===== src/rtl/keypad_scan_controller.sv =====
// 4x4 matrix keypad scanner: row strobe, per-key press/release debounce,
// 4-deep key-code FIFO and a two-register read port (key data, status).
module keypad_scan_controller #(
  parameter int SCAN_DIV   = 1000,
  parameter int DEBOUNCE_N = 4
) (
  input  logic       clk,
  input  logic       reset,
  output logic [3:0] rows,
  input  logic [3:0] cols,
  input  logic [3:0] address,
  input  logic       readEnable,
  output logic [7:0] dout
);

  typedef enum logic [1:0] {
    SCAN       = 2'd0,
    PRESS_DB   = 2'd1,
    HELD       = 2'd2,
    RELEASE_DB = 2'd3
  } state_t;

  state_t      state;
  logic [15:0] div;
  logic        tick;
  logic [1:0]  r;
  logic [3:0]  cnt;
  logic [3:0]  cnt_next;
  logic [3:0]  key_code;
  logic        cand_valid;
  logic [1:0]  cand_col;
  logic [3:0]  cand_code;
  logic        push;

  logic [3:0]  mem [4];
  logic [1:0]  wr_ptr;
  logic [1:0]  rd_ptr;
  logic [2:0]  count;
  logic        ovf;
  logic        nonempty;
  logic        data_rd;
  logic        status_rd;
  logic        pop;
  logic        do_push;
  logic        overflow_evt;

  assign tick     = (div == 16'(SCAN_DIV - 1));
  assign rows     = ~(4'b0001 << r);
  assign cnt_next = cnt + 4'd1;

  // Exactly one low column is a key; none or several (ghosting) is no key.
  // NOTE: every always_comb output gets a default first so no latch is inferred.
  always_comb begin
    cand_valid = 1'b0;
    cand_col   = 2'd0;
    case (cols)
      4'b1110: begin cand_valid = 1'b1; cand_col = 2'd0; end
      4'b1101: begin cand_valid = 1'b1; cand_col = 2'd1; end
      4'b1011: begin cand_valid = 1'b1; cand_col = 2'd2; end
      4'b0111: begin cand_valid = 1'b1; cand_col = 2'd3; end
      default: begin cand_valid = 1'b0; cand_col = 2'd0; end
    endcase
  end

  assign cand_code = {r, cand_col};

  assign push = tick && (state == PRESS_DB) && cand_valid &&
                (cand_code == key_code) && (cnt_next == 4'(DEBOUNCE_N));

  // NOTE: sequential state uses non-blocking assignments only.
  always_ff @(posedge clk) begin
    if (reset) begin
      div      <= '0;
      r        <= 2'd0;
      state    <= SCAN;
      cnt      <= 4'd0;
      key_code <= 4'd0;
    end else begin
      div <= tick ? 16'd0 : div + 16'd1;
      if (tick) begin
        case (state)
          SCAN: begin
            if (cand_valid) begin
              key_code <= cand_code;
              cnt      <= 4'd0;
              state    <= PRESS_DB;
            end else begin
              r <= r + 2'd1;
            end
          end
          PRESS_DB: begin
            if (cand_valid && (cand_code == key_code)) begin
              cnt <= cnt_next;
              if (cnt_next == 4'(DEBOUNCE_N)) state <= HELD;
            end else begin
              state <= SCAN;
              r     <= r + 2'd1;
            end
          end
          HELD: begin
            // Any key on the frozen row keeps the hold; no repeat pushes.
            if (!cand_valid) begin
              cnt   <= 4'd0;
              state <= RELEASE_DB;
            end
          end
          RELEASE_DB: begin
            if (cand_valid) begin
              state <= HELD;
            end else if (cnt_next == 4'(DEBOUNCE_N)) begin
              state <= SCAN;
              r     <= r + 2'd1;
            end else begin
              cnt <= cnt_next;
            end
          end
        endcase
      end
    end
  end

  assign nonempty     = (count != 3'd0);
  assign data_rd      = readEnable && (address == 4'd0);
  assign status_rd    = readEnable && (address == 4'd1);
  assign pop          = data_rd && nonempty;
  assign do_push      = push && ((count != 3'd4) || pop);
  assign overflow_evt = push && (count == 3'd4) && !pop;

  // NOTE: the FIFO storage is not reset; count and pointers alone define validity.
  always_ff @(posedge clk) begin
    if (do_push) mem[wr_ptr] <= key_code;
  end

  always_ff @(posedge clk) begin
    if (reset) begin
      wr_ptr <= 2'd0;
      rd_ptr <= 2'd0;
      count  <= 3'd0;
      ovf    <= 1'b0;
      dout   <= 8'h00;
    end else begin
      if (do_push) wr_ptr <= wr_ptr + 2'd1;
      if (pop)     rd_ptr <= rd_ptr + 2'd1;
      if (do_push && !pop)      count <= count + 3'd1;
      else if (pop && !do_push) count <= count - 3'd1;

      // A drop in the same cycle as a status read keeps the flag set.
      if (overflow_evt)   ovf <= 1'b1;
      else if (status_rd) ovf <= 1'b0;

      if (data_rd)
        dout <= nonempty ? {1'b1, 3'b000, mem[rd_ptr]} : 8'h00;
      else if (status_rd)
        dout <= {ovf, 2'b00, state, count};
      else
        dout <= 8'h00;
    end
  end

endmodule


===== config.mk =====
export PLATFORM = sky130hd
export DESIGN_NAME = keypad_scan_controller
export DESIGN_NICKNAME = d
export VERILOG_FILES = /design/src/rtl/keypad_scan_controller.sv
export SDC_FILE = /design/constraint.sdc
export NUM_CORES = 1
export LEC_CHECK = 0
export ABC_CLOCK_PERIOD_IN_PS = 3450
export BUFFER_PORTS_ARGS = -buffer_cell sky130_fd_sc_hd__buf_2
export CAP_MARGIN = 20
export CORE_ASPECT_RATIO = 0.8
export CORE_UTILIZATION = 59
export CTS_BUF_LIST = sky130_fd_sc_hd__clkbuf_4 sky130_fd_sc_hd__clkbuf_8 sky130_fd_sc_hd__clkbuf_16
export CTS_CLUSTER_DIAMETER = 200
export DETAILED_ROUTE_END_ITERATION = 16
export PLACE_DENSITY = 0.87
export SLEW_MARGIN = 30
export SYNTH_ARGS = -nofsm -noshare
export SYNTH_HDL_FRONTEND = slang
export SYNTH_SLANG_ARGS = --single-unit
export TNS_END_PERCENT = 100

===== constraint.sdc =====
create_clock -name clk -period 3.45 [get_ports clk]
set_input_delay 0.1725 -clock clk [delete_from_list [all_inputs] [get_ports clk]]
set_output_delay 0.1725 -clock clk [all_outputs]
set_load 0.02 [all_outputs]

* After elaboration in Yosys (flattened, before gate mapping)
Memory sizes are Yosys's and may differ from the RTL's. A register that Yosys moved wholly into a read port is not among the register bits.
Cells that the tools add are included.
** Word-level totals
- Register bits :: 44
- Logic and storage cells :: 102
- Memories :: 1
- Output and inout port bits :: 12
- Memory bits (writable) :: 16
** Cells by class
- Equality and inequality tests :: 23
- Shift operators :: 1
- Add/subtract/negate cells :: 7
- Bitwise gates (word level) :: 1
- Mux-type cells :: 31
- Reductions and logical operators :: 28
** Memories
- mem :: words 4, width 4, read ports 1, clocked after Yosys merged registers in 1, wr ports 1, RTL line 35 : logic [3:0] mem [4];
** Operators with widths (count)
- $mux W2 :: 12
- $mux W8 :: 3
- $mux W4 :: 5
- $add A16 B1 Y16 const B :: 1
- $eq A16 B10 Y1 const B :: 1
- $pmux W4 S4 :: 1
- $ne A2 B2 Y1 const B :: 7
- $logic_and A1 B1 Y1 :: 13
- $eq A4 B4 Y1 const B :: 3
- $pmux W2 S3 :: 2
- $reduce_and A6 Y1 :: 2
- $ne A3 B3 Y1 const B :: 3
- $eq A4 B3 Y1 const B :: 2
- $pmux W2 S4 :: 1
- $add A2 B1 Y2 const B :: 3
- $mux W3 :: 2
- $reduce_bool A3 Y1 :: 2
- $mux W1 :: 5
- $reduce_and A5 Y1 :: 1
- $add A4 B1 Y4 const B :: 1
- $eq A2 B2 Y1 const B :: 2
- $eq A4 B1 Y1 const B :: 1
- $eq A4 B4 Y1 :: 1
- $logic_not A4 Y1 :: 1
- 14 further kinds :: 16

* Longest topological paths before layout
Gate-level depths: netlist of the first run.
- Depth after elaboration :: 11
- Mapped depth :: 11
- Mapped depth without buffers :: 11

* Least setup slack after synthesis of the first run
Ideal clock, no wire load.
- Path kind :: flip-flop to flip-flop
- Start point :: register div[12]
- End point :: register count[2]
- Arrival :: 2.967 ns
- Library setup time :: 0.070 ns
- Required time :: 3.380 ns
- Stages on the path, launching flop included :: 11
- Clock period less this slack :: 3.036 ns
- Slack :: 0.414 ns
- Cell sequence :: dfxtp_1 -> or4_4 -> nor4_4 -> nand3_2 -> nor4_4 -> ha_1 -> inv_1 -> fa_1 -> xor2_1 -> or3_1 -> a21oi_1
** On the way
- Cells in the longest elaborated chain, start to end :: 9
** RTL lines
- start, declared :: RTL line 24 : logic [15:0] div;
- start signal, assigned :: RTL line 79 : div <= tick ? 16'd0 : div + 16'd1;
- $eq A16 B10 Y1 * :: RTL line 47 : assign tick = (div == 16'(SCAN_DIV - 1));
- $logic_and A1 B1 Y1 * (3 in a row) :: RTL line 67 : assign push = tick && (state == PRESS_DB) && cand_valid &&
- $logic_and A1 B1 Y1 * :: RTL line 68 : (cand_code == key_code) && (cnt_next == 4'(DEBOUNCE_N));
- $logic_and A1 B1 Y1 * :: RTL line 126 : assign do_push = push && ((count != 3'd4) || pop);
- net do_push :: RTL line 44 : logic do_push;
- $logic_not A1 Y1 :: RTL line 145 : else if (pop && !do_push) count <= count - 3'd1;
- $logic_and A1 B1 Y1 :: RTL line 145
- $reduce_bool A2 Y1 (no line)
- end signal, assigned :: RTL line 144 : if (do_push && !pop) count <= count + 3'd1;
- end signal, assigned :: RTL line 145
- end, declared :: RTL line 38 : logic [2:0] count;
Mark *: on every way through the listed nets, which the timed path passes. The rest lies on a longest branch.
A chain may end at the register's enable or synchronous reset.

* Worst setup path in the final report of the first run
Same ends and word-level chain as after synthesis.

==> results of run 1 <==
## flip-flops by register name, summed over array words and instances, names as in the netlist, named ones only
signal / count
div: 16
cnt: 4
ovf: 1
wr_ptr: 2
rd_ptr: 2
state: 2
r: 2
mem: 16
count: 3
dout: 6
key_code: 4
## kinds of logic (layout without fill, tap and decap cells)
kind of cell / after synthesis / in the layout
compound gates: 37 / 37
xor+xnor: 22 / 22
fa+ha+maj: 13 / 13
buf+inv: 28 / 49
flops: 60 / 60
mux: 12 / 12
other cells: 1 / 2
simple gates: 121 / 121
## worst max-delay path: stages, from the launching register on
cell	delay, ns
dfxtp_1	0.36
or4_4	0.56
nor4_4	0.37
nand3_2	0.15
nor4_4	0.30
ha_1	0.25
inv_1	0.07
fa_1	0.38
xor2_1	0.19
or3_1	0.32
a21oi_1	0.17
## metrics by stage
stage | power, W | setup slack [ns]
floorplan | 0.000780 | 0.414
global placement | 0.000787 | 0.484
detailed placement | 0.000788 | 0.305
CTS | 0.00142 | 0.282
global route | 0.00146 | 0.130
finish | 0.00141 | 0.261
## Yosys cell counts, types with 5 or more instances
library cell,n,area share (%)
inv_1,13,1.7
nand4_1,6,1.3
edfxtp_1,16,16
xor2_1,10,3.0
ha_1,11,4.7
mux2i_1,8,2.7
nor3_1,5,0.85
a22oi_1,5,1.3
nor2_1,43,5.5
o21ai_0,11,1.9
nand3_1,11,1.9
nand2_1,16,2.0
a21oi_1,8,1.4
xnor2_1,12,3.6
or3_1,6,1.3
dfxtp_1,44,30
clkbuf_1,7,0.90
## power by group
| part | switching, W | internal (W) |
|---|---|---|
| logic | 0.0000320 | 0.0000173 |
| clock network | 0.000256 | 0.000384 |
| registers | 0.00000240 | 0.000722 |
| total | 0.000291 | 0.00112 |
## how the worst max path moves through the flow
stage / from / end / slack (ns)
6_report: div[12] / count[2] / 0.26
5_1_grt: div[12] / count[2] / 0.13
4_1_cts: div[12] / count[2] / 0.28
3_5_place_dp: div[12] / count[2] / 0.30
3_3_place_gp: div[12] / count[2] / 0.48
2_1_floorplan: div[12] / count[2] / 0.41
## cell type report
cell class                 count  area, sq um
clock buffer                  13          166
clock inverter                 2         35.0
fill                         374         1460
inverter                      13         48.8
multi-input combinational    207         1430
sequential                    60         1360
tap                           60         75.1
timing repair buffer          21          108
## layer usage
metal,wire [um],part of all wire [%]
met1,2440,46
met2,2440,46
met3,293,5.6
met4,77,1.5
met5,0,0
==> flow_summary.ini, run 1 <==
[sta]
slew_violations = 0
worst_pin_slew_ns = 0.777
rsz0062_at_grt = false
final.setup.tns_ns = 0
timing.fmax_mhz = 314
whs_ns = 0.0958
period_needed_ns = 3.19
slew_headroom_pct = 47.5
finalHoldViolations = 0
final.setup_skew_ns = 0.00641
period_share_pct = 92.4
setup_viol = 0

[finish]
finalNonFillerCells = 376
final_common_cell = dfxtp_1
final_nets = 335
drive_gt1_share_pct = 16.5
utilization_pct = 68.9
final_cell_mix = 44 x dfxtp_1, 43 x nor2_1, 20 x buf_2
diodes = 0
fin_area_sq_um = 3220
syn_to_final_growth_pct = 9.94

[clock_network]
ctsRootBufferMaster = clkbuf_8
htree_levels = 3
cts_buffer_depth = 2
postCtsSetupBuffers = 0
cts.repair.resized = 0
hold_buffers = 0
clk_latency_ns = 0.34
cts_tree = built
cts.sinks = 60
numCtsBuffers = 9
clk_pin_slew_ns = 0.06

[placement]
finalWeightedCongestion = 0.823
place_hpwl_um = 3670
placed_cell_area_sq_um = 3020
place_inst = 361
port-buffer-count = 20

[synth]
yosys_register_bits = 60
synth_compound_area_share_pct = 8.15
yosys.area_share.adder_pct = 5.72
syn-mean-instance-area_sq_um = 9.98
syn_inst = 294
ys_async_sr_fraction_pct = 0
synth-xor-area-share_pct = 6.57
synth_enable_flop_cells = 16
yosys_warnings = 0
yosysSeqAreaShare_pct = 46.4
yosys.area_share.simple_pct = 22.3
synth_cell_types = 53
synth_top_family_by_area = simple AND/OR/NAND/NOR gates
synth_ff_type = dfxtp_1
netlist_area_sq_um = 2930
synthMuxAreaShare_pct = 5.80

[floorplan]
start_util_pct = 62.7
dieArea_sq_um = 5260
ios = 23
die_x_um = 80.8
row_count = 22
core_area_sq_um = 4680
die_h_um = 65.1

[detailed_routing]
drc = 0
final_antenna_net_count = 0
wl_per_cell_um = 14.0
viasPerCell = 5.68
num_vias = 2137
drtIter0Drc = 126
dr.pass1.iters = 5
wl_um = 5250

[global_route]
gr-total-overflow = 0
grt_antenna_before_repair = 0
busiest_layer = met2
track_usage_pct = 23.2
use_met3_pct = 7.32
use_met1_pct = 29.9
grt_first_pass_wirelength_um = 9030
grt_pass1_vias = 1998
grt_max_degree = 33
grt_use_met2_pct = 35.6

[critical_path]
worst_setup_path_start_kind = flop
critPathCaptureType = flop
arrival_ns = 3.45
r2r-end = count[2]
reg2reg_depth = 10
critical_path_class = flop to flop
cp.required_ns = 3.71
r2r-start = div[12]
critPathMaxFanout = 6
r2r_slack_ns = 0.26

[hold_path]
hold_path_end = dout[4]
holdCritStartpoint = address[0]
holdPathStages = 3
hp-class = input port to flop

[power]
vdd_drop_max_v = 0.000354
p_leak_nw = 1.16
power_density_nw_per_um2 = 438

[run]
max-cap-violations = 0

[outcome]
status = complete, no violations
No activity file was read; power rests on OpenSTA's default activity.
==> run 2, diff against run 1 <==
Settings changed: ABC_AREA set to 1, CORE_UTILIZATION 59 to 60.
==> flow_summary.ini, run 2 <==
[detailed_routing]
wl_per_cell_um = 12.5
dr.pass1.iters = 4
drtIter0Drc = 178
final_antenna_net_count = 0
num_vias = 2663
viasPerCell = 5.27
drc = 0
wl_um = 6320

[global_route]
gr-total-overflow = 0
grt_antenna_before_repair = 0
grt_max_degree = 18
grt_first_pass_wirelength_um = 10500
track_usage_pct = 25.8
grt_pass1_vias = 2430

[clock_network]
postCtsSetupBuffers = 0
hold_buffers = 0
ctsRootBufferMaster = clkbuf_8
htree_levels = 3
cts.sinks = 60
cts_buffer_depth = 2
cts.repair.resized = 0
cts_tree = built
numCtsBuffers = 9
clk_pin_slew_ns = 0.06
clk_latency_ns = 0.34

[floorplan]
core_area_sq_um = 5010
die_h_um = 66.6
die_x_um = 82.7
start_util_pct = 62.4
dieArea_sq_um = 5500
ios = 23
row_count = 23

[sta]
final.setup.tns_ns = 0
setup_viol = 0
period_needed_ns = 2.63
rsz0062_at_grt = false
final.setup_skew_ns = 0.00900
timing.fmax_mhz = 380
slew_headroom_pct = 63.7
whs_ns = 0.162
finalHoldViolations = 0
worst_pin_slew_ns = 0.544
fin_ws_ns = 0.817
slew_violations = 0
period_share_pct = 76.3

[critical_path]
worst_setup_path_start_kind = flop
critical_path_class = flop to flop
critPathCaptureType = flop
arrival_ns = 2.85
critPathMaxFanout = 5
reg2reg_depth = 16
cp.required_ns = 3.67

[finish]
final_common_cell = nand2_1
finalNonFillerCells = 505
utilization_pct = 69.0
syn_to_final_growth_pct = 10.5
reg.largest.list = div x16, mem x16, dout x6
final_cell_mix = 80 x nand2_1, 63 x nor2_1, 58 x inv_1
drive_gt1_share_pct = 15.8
diodes = 0
final_nets = 461

[outcome]
status = complete, no violations

[synth]
synth_enable_flop_cells = 16
yosysSeqAreaShare_pct = 43.6
yosysMostFrequentCell = nand2_1
syn_inst = 413
syn-mean-instance-area_sq_um = 7.57
yosys_register_bits = 60
ys_async_sr_fraction_pct = 0
synth_top_area_share_pct = 28.2
yosysTopAreaCell = dfxtp_1
synth.area.top_cells = dfxtp_1 28%, edfxtp_1 15%, nand2_1 9.6%, nor2_1 7.6%, inv_1 7.0%
netlist_area_sq_um = 3130
yosys-top-cells-count = 80 x nand2_1, 63 x nor2_1, 58 x inv_1, 44 x dfxtp_1, 28 x a21oi_1
yosys_warnings = 0
synth_cell_types = 40
synth_ff_type = dfxtp_1

[placement]
place_inst = 489
finalWeightedCongestion = 0.947
pre_cts_ws_ns = 0.845
place_hpwl_um = 4680
port-buffer-count = 20

[hold_path]
holdPathStages = 4
hp-class = input port to flop

[power]
p_leak_nw = 1.52
power_density_nw_per_um2 = 399
vdd_drop_max_v = 0.000342

[run]
max-cap-violations = 0
## run 2: critical path, stage by stage, from the launching register on
cell	delay [ns]
dfxtp_1	0.36
ha_1	0.21
inv_1	0.10
nor3_4	0.12
nand2_2	0.08
nor2_4	0.16
inv_2	0.07
nor2_1	0.16
nand3_2	0.14
inv_1	0.08
ha_1	0.13
inv_1	0.06
fa_1	0.38
a21oi_1	0.14
o21ai_0	0.13
o21ai_0	0.17
a21oi_1	0.06
## run 2: stage by stage
stage	instance area (sq um)	total power, W
final	3450	0.00138
after detailed placement	3270	0.000789
after floorplan	3130	0.000776
after global placement	3270	0.000786
after global routing	3450	0.00143
after CTS	3450	0.00139
## run 2: area by class of cell
cell class	count	area, sq um
flip-flops and latches	60	1360
clock buffers	10	131
multi-input cells	279	1470
repair buffers	20	100
well taps	62	77.6
fillers	412	1550
inverters	68	256
clock inverters	6	56.3
## run 2: path summary, 6_finish.rpt
check / endpoint / slack (ns) / from
setup / recovery: count[2] / 0.82 / div[0]
hold / removal: dout[4] / 0.16 / address[2]
setup reg to reg: count[2] / 0.82 / div[0]
hold reg to reg: div[0] / 0.45 / div[0]
## run 2: kinds of logic after synthesis
family          after synthesis  share of synthesized area (%)
fa+ha+maj                    12                           5.04
other cells                   1                          0.120
simple gates                201                           30.3
buf+inv                      75                           9.49
compound gates               60                           10.4
xor+xnor                      4                           1.12
flops                        60                           43.6
## run 2: per-layer routing
metal / routed length, um / up-vias / GRT usage [%] / share of wire, %
met4: 47 / 0 / 8.41 / 0.74
met3: 296 / 6 / 9.32 / 4.7
met5: 0 / - / 0 / 0
met2: 3120 / 43 / 43.8 / 49
met1: 2850 / 1245 / 30.0 / 45
li1: - / 1369 / - / -
## run 2: power breakdown
part | internal, W | total (W) | switching, W
Clock | 0.000335 | 0.000603 | 0.000268
Sequential | 0.000721 | 0.000724 | 0.00000247
Combinational | 0.0000152 | 0.0000508 | 0.0000356
Total | 0.00107 | 0.00138 | 0.000306
